## config.mk

```make
export PLATFORM = sky130hd
export DESIGN_NAME = multi_clock_divider
export DESIGN_NICKNAME = d
export VERILOG_FILES = /design/src/rtl/multi_clock_divider.sv
export SDC_FILE = /design/constraint.sdc
export NUM_CORES = 1
export LEC_CHECK = 0
export CAP_MARGIN = 5
export CORE_ASPECT_RATIO = 0.8
export CORE_MARGIN = 2
export CORE_UTILIZATION = 45
export CTS_CLUSTER_DIAMETER = 80
export DETAILED_ROUTE_END_ITERATION = 12
export PLACE_DENSITY = 0.71
export SYNTH_ARGS = -nofsm -noshare
export SYNTH_HDL_FRONTEND = slang
export SYNTH_SLANG_ARGS = --single-unit
```

## constraint.sdc

```tcl
create_clock -name clock_in -period 19.18 [get_ports clock_in]
set_input_delay 4.795 -clock clock_in [delete_from_list [all_inputs] [get_ports clock_in]]
set_output_delay 4.795 -clock clock_in [all_outputs]
set_load 0.005 [all_outputs]
```

## src/rtl/multi_clock_divider.sv

```systemverilog
// multi_clock_divider: per-channel programmable 50% clock divider with tick and one-shot outputs
module multi_clock_divider #(
  parameter int CHANNELS = 4,
  parameter int WIDTH = 32,
  parameter int DEFAULT_DIV = 25_000_000,
  localparam int CIDX = (CHANNELS > 1) ? $clog2(CHANNELS) : 1
) (
  input  logic                clock_in,
  input  logic                reset,
  input  logic [CHANNELS-1:0] enable,
  input  logic [CHANNELS-1:0] mode,
  input  logic                wr_en,
  input  logic [CIDX-1:0]     wr_chan,
  input  logic [WIDTH-1:0]    wr_div,
  output logic [CHANNELS-1:0] clock_out,
  output logic [CHANNELS-1:0] tick,
  output logic [CHANNELS-1:0] done
);
  typedef enum logic [1:0] {IDLE, RUN, DONE} state_t;
  for (genvar g = 0; g < CHANNELS; g++) begin : g_ch
    state_t state_q, state_d;
    logic [WIDTH-1:0] s_q, s_d, a_q, a_d, c_q, c_d;
    logic out_q, out_d, tick_q, tick_d, done_q, done_d, mode_q, mode_d;
    logic wr_hit, bnd;
    // s_d feeds a_d so a write landing on a boundary governs the next half-period
    always_comb begin
      wr_hit = wr_en && (wr_chan == CIDX'(g));
      s_d = wr_hit ? ((wr_div == '0) ? WIDTH'(1) : wr_div) : s_q;
      bnd = (state_q == RUN) && (c_q == a_q - WIDTH'(1));
      a_d = (state_q != RUN || bnd) ? s_d : a_q;
      mode_d = (state_q == IDLE) ? mode[g] : mode_q;
      state_d = state_q;
      c_d = '0;
      out_d = 1'b0;
      tick_d = 1'b0;
      done_d = 1'b0;
      if (enable[g]) begin
        case (state_q)
          IDLE: state_d = RUN;
          RUN: begin
            c_d = bnd ? '0 : c_q + WIDTH'(1);
            out_d = bnd ? ~out_q : out_q;
            tick_d = bnd & ~out_q;
            done_d = bnd & out_q & mode_q;
            state_d = (bnd & out_q & mode_q) ? DONE : RUN;
          end
          DONE: done_d = 1'b1;
          default: state_d = IDLE;
        endcase
      end else begin
        state_d = IDLE;
      end
    end
    always_ff @(posedge clock_in or posedge reset) begin
      if (reset) begin
        state_q <= IDLE;
        s_q <= WIDTH'(DEFAULT_DIV);
        a_q <= WIDTH'(DEFAULT_DIV);
        c_q <= '0;
        out_q <= 1'b0;
        tick_q <= 1'b0;
        done_q <= 1'b0;
        mode_q <= 1'b0;
      end else begin
        state_q <= state_d;
        s_q <= s_d;
        a_q <= a_d;
        c_q <= c_d;
        out_q <= out_d;
        tick_q <= tick_d;
        done_q <= done_d;
        mode_q <= mode_d;
      end
    end
    assign clock_out[g] = out_q;
    assign tick[g] = tick_q;
    assign done[g] = done_q;
  end
endmodule

```

==> results.sh <==
export IMPL_multiInputGateArea_um2=11100
export IMPL_reg2reg_slack_ps=13900
export IMPL_synth_warnings=0
export IMPL_path_class="primary input to async pin"
export IMPL_crit_family="buffers and inverters"
export IMPL_ys_seq_area_share_pct=46.9
export IMPL_critPathLaunch="reset"
export IMPL_core_area_um2=48400
export IMPL_cp_end_kind="async pin"
export IMPL_grt_pass1_vias=16000
export IMPL_fillers=4217
export IMPL_worstHoldStart="g_ch[1].s_q[29]"
export IMPL_critical_path_max_stage_delay_ps=830
export IMPL_drv_slew=0
export IMPL_dr_pass1_iters=5
export IMPL_cts_setup_buffers=0
export IMPL_synthCells=2071
export IMPL_timing_fmax_mhz=139
export IMPL_vdd_ir_drop_max_v=0.0000756
export IMPL_antenna_found_initial=0
export IMPL_p_leak_nw=9.44
export IMPL_die_area_um2=50800
export IMPL_synth_edff_count=0
export IMPL_r2r_start="g_ch[3].a_q[15]"
export IMPL_vias=16200
export IMPL_tns_ps=0
export IMPL_die_y_um=202
export IMPL_cts_buffers=41
export IMPL_io_pins=57
export IMPL_h_tree_depth=2
export IMPL_setup_viol=0
export IMPL_stdcell_area_um2=24500
export IMPL_nets=2150
export IMPL_async_flop_share_pct=100
export IMPL_regArea_um2=10300
export IMPL_hpwl_um=38600
export IMPL_avgSynthCellArea_um2=10.6
export IMPL_cp_arrival_ps=7820
export IMPL_critical_path_slowest_cell="buf_12"
export IMPL_required_ps=19790
export IMPL_row_count=72
export IMPL_worst_pin_slew_ps=1240
export IMPL_portBuffers=56
export IMPL_clk_pin_slew_ps=60
export IMPL_area_growth_pct=11.2
export IMPL_critPathLaunchType="primary input"
export IMPL_track_usage_pct=21.2
export IMPL_cts_num_sinks=408
export IMPL_fin_crit_ps=7210
export IMPL_initial_utilization_pct=45.6
export IMPL_drt_wl_total_um=53700
export IMPL_synthFlopType="dfrtp_1"
export IMPL_rsz0062_at_grt="false"
export IMPL_grt_pass1_wl_um=86900
export IMPL_cts_root_buf="clkbuf_16"
export IMPL_powerDensity_nw_per_um2=103
export IMPL_drive_gt1_share_pct=17.3
export IMPL_max_slew_margin_rel_pct=17.2
export IMPL_wl_per_cell_um=19.5
export IMPL_fin_crit_sh_pct=37.6
export IMPL_dpl_cell_area_um2=23100
export IMPL_syn_nets=2136
export IMPL_routabilityCongestion=0.903
export IMPL_worst_path_buf_inv=4
export IMPL_cp_max_fo=197
export IMPL_synth_distinct_cells=85
export IMPL_clock_skew_ps=21.9
export IMPL_crit_path_cell_trace="clkdlybuf4s50_1 -> inv_8 -> buf_12 -> buf_4"
export IMPL_drt_iter0_markers=1234
export IMPL_postCtsHoldBufs=0
export IMPL_final_antenna_net_count=0
export IMPL_maxCapViolations=0
export IMPL_avgViaCountPerCell=5.89
export IMPL_cts_resized=0
export IMPL_clk_insertion_delay_late_ps=560
export IMPL_synth_area_um2=22000
export IMPL_overflow=0
export IMPL_grt_start_max_net_pins=198
export IMPL_cts_tree="yes"
export IMPL_hold_viol_final=0
export IMPL_hp_class="flip-flop to flip-flop"
export IMPL_die_x_um=251
export IMPL_clk_path_buf_depth=3
export IMPL_synth_seq_cells=408
export IMPL_outcome="complete, no violations"
export IMPL_drc=0
export IMPL_antenna_cells=0
[final cells by class]
class                   instances  area share (%)
clock inverters                15           0.597
flip-flops and latches        408            42.1
multi-input cells            1518            45.3
inverters                      44           0.704
clock buffers                  60            5.07
repair buffers                 72            2.94
well taps                     629            3.21
[cells by family (layout without fill, tap and decap cells)]
family | after synthesis | count (layout) | synth area share, %
AOI/OAI and AO/OA | 198 | 198 | 6.56
muxes | 272 | 272 | 13.8
adders and majority gates | 20 | 20 | 1.13
buffers and inverters | 145 | 191 | 2.89
xor gates and xnor gates | 267 | 267 | 10.6
and+or+nand+nor | 761 | 761 | 18.1
DFF | 408 | 408 | 46.9
[Yosys cell counts (5+ instances only)]
cell type / instances / area, um2
dfrtp_1: 312 / 7810
nor2_1: 228 / 856
mux2_2: 161 / 1810
xnor2_1: 135 / 1180
xor2_1: 132 / 1160
mux2_1: 100 / 1130
nand2_1: 98 / 368
dfstp_2: 96 / 2520
nand3_1: 76 / 380
clkbuf_1: 68 / 255
nor4_1: 55 / 344
nand4_1: 54 / 338
nor3_1: 48 / 240
inv_1: 44 / 165
or3_1: 40 / 250
o21ai_0: 38 / 190
and3_1: 27 / 169
or4_1: 25 / 188
ha_1: 20 / 250
a21oi_1: 19 / 95.1
a31oi_1: 17 / 106
and4_1: 17 / 149
buf_4: 15 / 113
nor2b_1: 15 / 93.8
o211ai_1: 13 / 97.6
or2_2: 13 / 81.3
buf_2: 11 / 55.1
mux2i_1: 11 / 110
nand3b_1: 11 / 82.6
o31ai_1: 11 / 82.6
nor3b_1: 9 / 67.6
nor4b_1: 9 / 78.8
a211oi_1: 8 / 60.1
o2111ai_1: 8 / 70.1
a2111oi_0: 7 / 61.3
o41ai_1: 7 / 61.3
nand2b_1: 6 / 37.5
nand4b_1: 6 / 52.6
a22oi_1: 5 / 37.5
[layout by cell type, fill, tap and decap left out, types with 9 or more instances in the layout]
cell | synthesis | routed
nor3_1 | 48 | 48
o21ai_0 | 38 | 38
nor4_1 | 55 | 55
dfrtp_1 | 312 | 312
nor4b_1 | 9 | 9
nand4_1 | 54 | 54
nor2_1 | 228 | 228
and4_1 | 17 | 17
nand3b_1 | 11 | 11
or4_1 | 25 | 25
mux2i_1 | 11 | 11
nand3_1 | 76 | 76
buf_4 | 15 | 13
clkbuf_16 | 0 | 46
mux2_1 | 100 | 100
or2_2 | 13 | 13
o31ai_1 | 11 | 11
mux2_2 | 161 | 161
nand2_1 | 98 | 98
xor2_1 | 132 | 132
xnor2_1 | 135 | 135
a21oi_1 | 19 | 19
clkdlybuf4s50_1 | 0 | 56
clkbuf_1 | 68 | 10
o211ai_1 | 13 | 13
inv_1 | 44 | 43
ha_1 | 20 | 20
nor2b_1 | 15 | 15
dfstp_2 | 96 | 96
a31oi_1 | 17 | 17
or3_1 | 40 | 40
and3_1 | 27 | 27
[registers in the layout, summed over array words and instances (netlist names)]
name and count:
g_ch.done_q 4, g_ch.a_q 128, g_ch.state_q 8, g_ch.s_q 128
g_ch.mode_q 4, g_ch.out_q 4, g_ch.c_q 128, g_ch.tick_q 4
[through the flow]
| stage | setup slack [ps] | std cells | utilization [%] | hold WS [ps] | total power [mW] |
|---|---|---|---|---|---|
| after floorplan | 3190 | 2071 | - | 452 | 1.54 |
| after global placement | 11400 | 2669 | 47.7 | 471 | 1.69 |
| after detailed placement | 11310 | 2669 | 47.7 | 479 | 1.71 |
| after CTS | 11880 | 2744 | 50.6 | 493 | 2.54 |
| after global routing | 11530 | 2746 | 50.7 | 506 | 2.66 |
| final | 11970 | 2746 | 50.7 | 493 | 2.53 |
[power breakdown]
part           leakage, nW  switching [mW]  total, mW  internal, mW
Clock                0.685           0.341      0.821         0.480
Sequential            5.01           0.160       1.19          1.03
Combinational         3.75           0.279      0.521         0.242
[worst paths after layout]
kind,depth (start not counted),to
max,4,g_ch[3].s_q[2]
min,1,g_ch[1].s_q[29]
max reg2reg,9,g_ch[3].a_q[7]
min reg2reg,1,g_ch[1].s_q[29]
max in group clock_in,7,g_ch[3].a_q[0]
min in group asynchronous,2,g_ch[3].s_q[31]
[per-layer routing]
layer	global-route usage (%)	up-vias	part of all wire (%)
met5	0	-	0
met1	31.9	8210	49
li1	-	7470	-
met4	3.59	0	1.4
met3	4.55	64	6.9
met2	31.5	435	43
No activity file was read; power rests on OpenSTA's default activity.
==> RTL edit 1, RTL diff (config.mk and constraints unchanged) <==
Encoding of `state_t`: now one-hot (3 bits for 3 states).
--- a/src/rtl/multi_clock_divider.sv
+++ b/src/rtl/multi_clock_divider.sv
@@ -17,5 +17,5 @@
   output logic [CHANNELS-1:0] done
 );
-  typedef enum logic [1:0] {IDLE, RUN, DONE} state_t;
+  typedef enum logic [2:0] {IDLE = 3'b001, RUN = 3'b010, DONE = 3'b100} state_t;
   for (genvar g = 0; g < CHANNELS; g++) begin : g_ch
     state_t state_q, state_d;
Behaviour: no difference found for any inputs over 4 cycles, from zero or initial values and one cycle with reset high; so few cycles prove little.
==> RTL edit 1 against the unedited design <==
Die area increased by 4.0%. Final area increased by 3.5%. Total power increased by 0.87%. Wire length increased by 7.7%. Sequential cell count increased by 4. Synthesized area increased by 4.0%. Worst setup slack got worse by 230 ps. Cell count increased by 5.8%. Critical path type unchanged. Largest power group unchanged. Highest routed layer unchanged.
==> RTL edit 1: results (changes against the unedited design) <==
finalClockSkew_ps: 21.6  # -0.251 ps
grt_max_degree: 195  # -1.5%
synth_common_cells: "dfrtp_1, nor2_1, mux2_2"
viasPerCell: 5.97  # +1.4%
avgSynthCellArea_um2: 10.4  # -2.4%
dp_cells: 2826  # +5.9%
instances_no_fill: 2905  # +5.8%
grt_use_met3: 0.0381  # -0.00732
routed-wl-met2_um: 25100  # +8.4%
pre_cts_ws_ps: 11070  # -234 ps
drive_gt1_frac: 0.196  # +0.0235
final_nets: 2250  # +4.7%
m1WireLength_um: 27400  # +5.2%
slew_headroom: 0.180  # +0.00792
grt_pass1_wl_um: 92700  # +6.7%
place_congestion: 0.900  # -0.28%
first_iter_violations: 1758  # +42%
ir_drop_mv: 0.0590  # -22%
power.switching_mw: 0.777  # -0.40%
outcome: "finished, final reports clean"
met1_usage: 0.320  # +0.000762
path_max_fanout: 194  # -1.5%
crit_arrival_ps: 7960  # +140 ps
use_met2: 0.331  # +0.0160
seq_area_frac_synth: 0.455  # -0.0136
-- RTL edit 1: area by class of cell --
| cell class | instances | area, um^2 | area share |
|---|---|---|---|
| Sequential cell | 412 | 10400 | 0.411 |
| Inverter | 32 | 128 | 0.00503 |
| Clock buffer | 62 | 1240 | 0.0488 |
| Tap cell | 675 | 845 | 0.0333 |
| Timing Repair Buffer | 74 | 736 | 0.0290 |
| Clock inverter | 15 | 214 | 0.00843 |
| Multi-Input combinational cell | 1635 | 11800 | 0.464 |
-- RTL edit 1: cells by family (layout without fill, tap and decap cells) --
logic type	count (synthesis)	after routing	share of synthesized area
fa+ha+maj	8	8	0.00436
compound gates	209	209	0.0707
simple gates	913	913	0.215
xor+xnor	270	270	0.103
buf+inv	160	183	0.0326
mux	235	235	0.120
flops	412	412	0.455
-- RTL edit 1: final timing paths --
check                           cells past startpoint  slack [ps]                        from                        endpoint
worst max-delay path                                4       11740                       reset        g_ch[2].s_q[8]$_DFF_PP0_
worst min-delay path                                1         490   g_ch[0].s_q[27]$_DFF_PP0_       g_ch[0].s_q[27]$_DFF_PP0_
worst max register to register                     12       14470  g_ch[1].a_q[0]$_DFFE_PP0P_       g_ch[1].out_q$_DFFE_PP0P_
worst min register to register                      1         490   g_ch[0].s_q[27]$_DFF_PP0_       g_ch[0].s_q[27]$_DFF_PP0_
max in group clock_in                               8       12710                  wr_div[31]      g_ch[1].a_q[0]$_DFFE_PP0P_
min in group asynchronous                           2        4850                       reset  g_ch[3].state_q[2]$_DFFE_PP0P_
-- RTL edit 1: worst register-to-register path: cells and delay by family, from the launching register on --
kind	cells	cell delay [ps]
compound gates	3	1900
xor+xnor	1	280
fa+ha+maj	1	240
buf+inv	3	660
flops	1	480
simple gates	4	1020
==> RTL edit 2, RTL diff (config.mk and constraints unchanged) <==
Without the edit above. Set the parameter `CHANNELS` to 2 (it was 4).
--- a/src/rtl/multi_clock_divider.sv
+++ b/src/rtl/multi_clock_divider.sv
@@ -1,5 +1,5 @@
 // multi_clock_divider: per-channel programmable 50% clock divider with tick and one-shot outputs
 module multi_clock_divider #(
-  parameter int CHANNELS = 4,
+  parameter int CHANNELS = 2,
   parameter int WIDTH = 32,
   parameter int DEFAULT_DIV = 25_000_000,
Ports: changed (6 resized); port bits go from 57 to 46. No check against the original RTL was run, so the function may have changed too.
==> RTL edit 2 against the unedited design <==
Global-route usage decreased by 2.5 points. Sequential cell count decreased by 204. Synthesized cell count fell by 50%. Wire length is 55% lower. Sequential power is 50% lower. Clock power down 43%. Register-to-register slack better by 850 ps. Synthesized area shrank 49%. Worst setup slack better by 780 ps. Final area down 49%. Critical path type unchanged. Total power decreased by 48%.
==> RTL edit 2: results (changes against the unedited design) <==
root_buffer: "clkbuf_16"
first_iter_violations: 671  # -46%
grt_pass1_wl_um: 40600  # -53%
grt_use_total: 0.186  # -0.0253
io_buffers: 45  # -20%
ctsResizeCount: 0  # unchanged
path_clk_slew_ps: 70
crit_arrival_ps: 6920  # -900 ps
outcome: "finished, final reports clean"
startpoint: "reset"
hpwlAfterDp_um: 17300  # -55%
final_nets: 1103  # -49%
p_leak_nw: 4.90  # -48%
ir_drop_mv: 0.0636  # -16%
synth_edf_count: 0  # unchanged
finalClockSkew_ps: 9.85  # -12.0 ps
dr.pass1.iters: 5  # unchanged
grt_max_degree: 126  # -36%
antenna_found_initial: 0  # unchanged
yosys_warnings: 0  # unchanged
grt_use_met3: 0.0432  # -0.00229
clk_latency_ps: 510  # -50 ps
regToRegStartpoint: "g_ch[0].a_q[0]$_DFFE_PP0P_"
r2r-end: "g_ch[0].a_q[8]$_DFFE_PP0P_"
postCtsSetupBuffers: 0  # unchanged
synth_common_cells: "dfrtp_1, nor2_1, xnor2_1"
cpMaxStageDelayCell: "buf_4"
met1_usage: 0.297  # -0.0216
hp-class: "reg2reg"
yosys-top-cells-area: "dfrtp_1, dfstp_2, mux2_2"
grt_pass1_vias: 7806  # -51%
use_met2: 0.256  # -0.0599
numCtsBuffers: 22  # -46%
power_density_mw_per_mm2: 104  # +1.2%
max_stage_delay_ps: 880  # +50 ps
htreeDepth: 1  # -1
async_flop_share: 1.00  # unchanged
r2r_slack_ps: 14750  # +850 ps
worstMarginPinSlew_ps: 965  # -272 ps
num_vias: 7888  # -51%
drive_gt1_frac: 0.193  # +0.0200
path_max_fanout: 125  # -37%
drt-total-wl_um: 24400  # -55%
clock_path_buffers: 3  # unchanged
postPlaceCellArea_mm2: 0.0118  # -49%
seq_area_frac_synth: 0.460  # -0.00861
reg2reg_depth: 10  # +1
hp-start: "g_ch[1].s_q[28]$_DFF_PP0_"
largestRegisters: "g_ch.a_q (64), g_ch.c_q (64), g_ch.s_q (64)"
synth_cell_type_count: 76  # -11%
place_congestion: 0.898  # -0.53%
endpoint: "g_ch[0].a_q[17]$_DFFE_PP0P_"
antenna_cells: 0  # unchanged
-- RTL edit 2: through the flow --
stage,utilization,setup slack [ps],instances,power (mW)
floorplan,-,8900,1030,0.787
global placement,0.484,12170,1347,0.847
detailed placement,0.484,12130,1347,0.856
CTS,0.516,12670,1386,1.33
global route,0.516,12420,1386,1.39
finish,0.516,12750,1386,1.32
-- RTL edit 2: how the worst min path moves through the flow --
| stage | endpoint | slack, ps | depth (start not counted) |
|---|---|---|---|
| final | g_ch[1].s_q[28]$_DFF_PP0_ | 490 | 1 |
| after global placement | g_ch[1].s_q[1]$_DFF_PP0_ | 480 | 1 |
| after CTS | g_ch[1].s_q[25]$_DFF_PP0_ | 500 | 1 |
| after global routing | g_ch[0].s_q[2]$_DFF_PP0_ | 510 | 1 |
| after floorplan | g_ch[1].s_q[0]$_DFF_PP0_ | 470 | 1 |
| after detailed placement | g_ch[0].s_q[9]$_DFF_PP0_ | 480 | 1 |
-- RTL edit 2: worst max-delay path, delay by kind of cell --
family / cells / cell delay, ps
buffers and inverters: 3 / 1990
-- RTL edit 2: final cells by class --
| cell class | instances | area (um^2) |
|---|---|---|
| Sequential cell | 204 | 5160 |
| Timing Repair Buffer | 50 | 488 |
| Clock buffer | 28 | 604 |
| Multi-Input combinational cell | 751 | 5680 |
| Clock inverter | 11 | 191 |
| Fill cell | 2138 | 11800 |
| Tap cell | 318 | 398 |
| Inverter | 24 | 97.6 |
-- RTL edit 2: kinds of logic (layout without fill, tap and decap cells) --
| group | after synthesis | count (layout) | synth area share |
|---|---|---|---|
| and+or+nand+nor | 389 | 389 | 0.191 |
| DFF | 204 | 204 | 0.460 |
| adders and majority gates | 10 | 10 | 0.0111 |
| AOI/OAI and AO/OA | 84 | 84 | 0.0545 |
| buffers and inverters | 75 | 113 | 0.0349 |
| muxes | 134 | 134 | 0.144 |
| xor gates and xnor gates | 134 | 134 | 0.105 |
-- RTL edit 2: per-layer routing --
metal	share of wire	routed length, um
met1	0.51	12400
met2	0.41	9910
met3	0.077	1870
met4	0.011	277
met5	0	0
-- RTL edit 2: report_power, final --
group          internal (mW)  switching (mW)  leakage (nW)
Clock                  0.291           0.174         0.378
Sequential             0.508          0.0827          2.50
Combinational          0.134           0.131          2.03
Total                  0.932           0.387          4.90
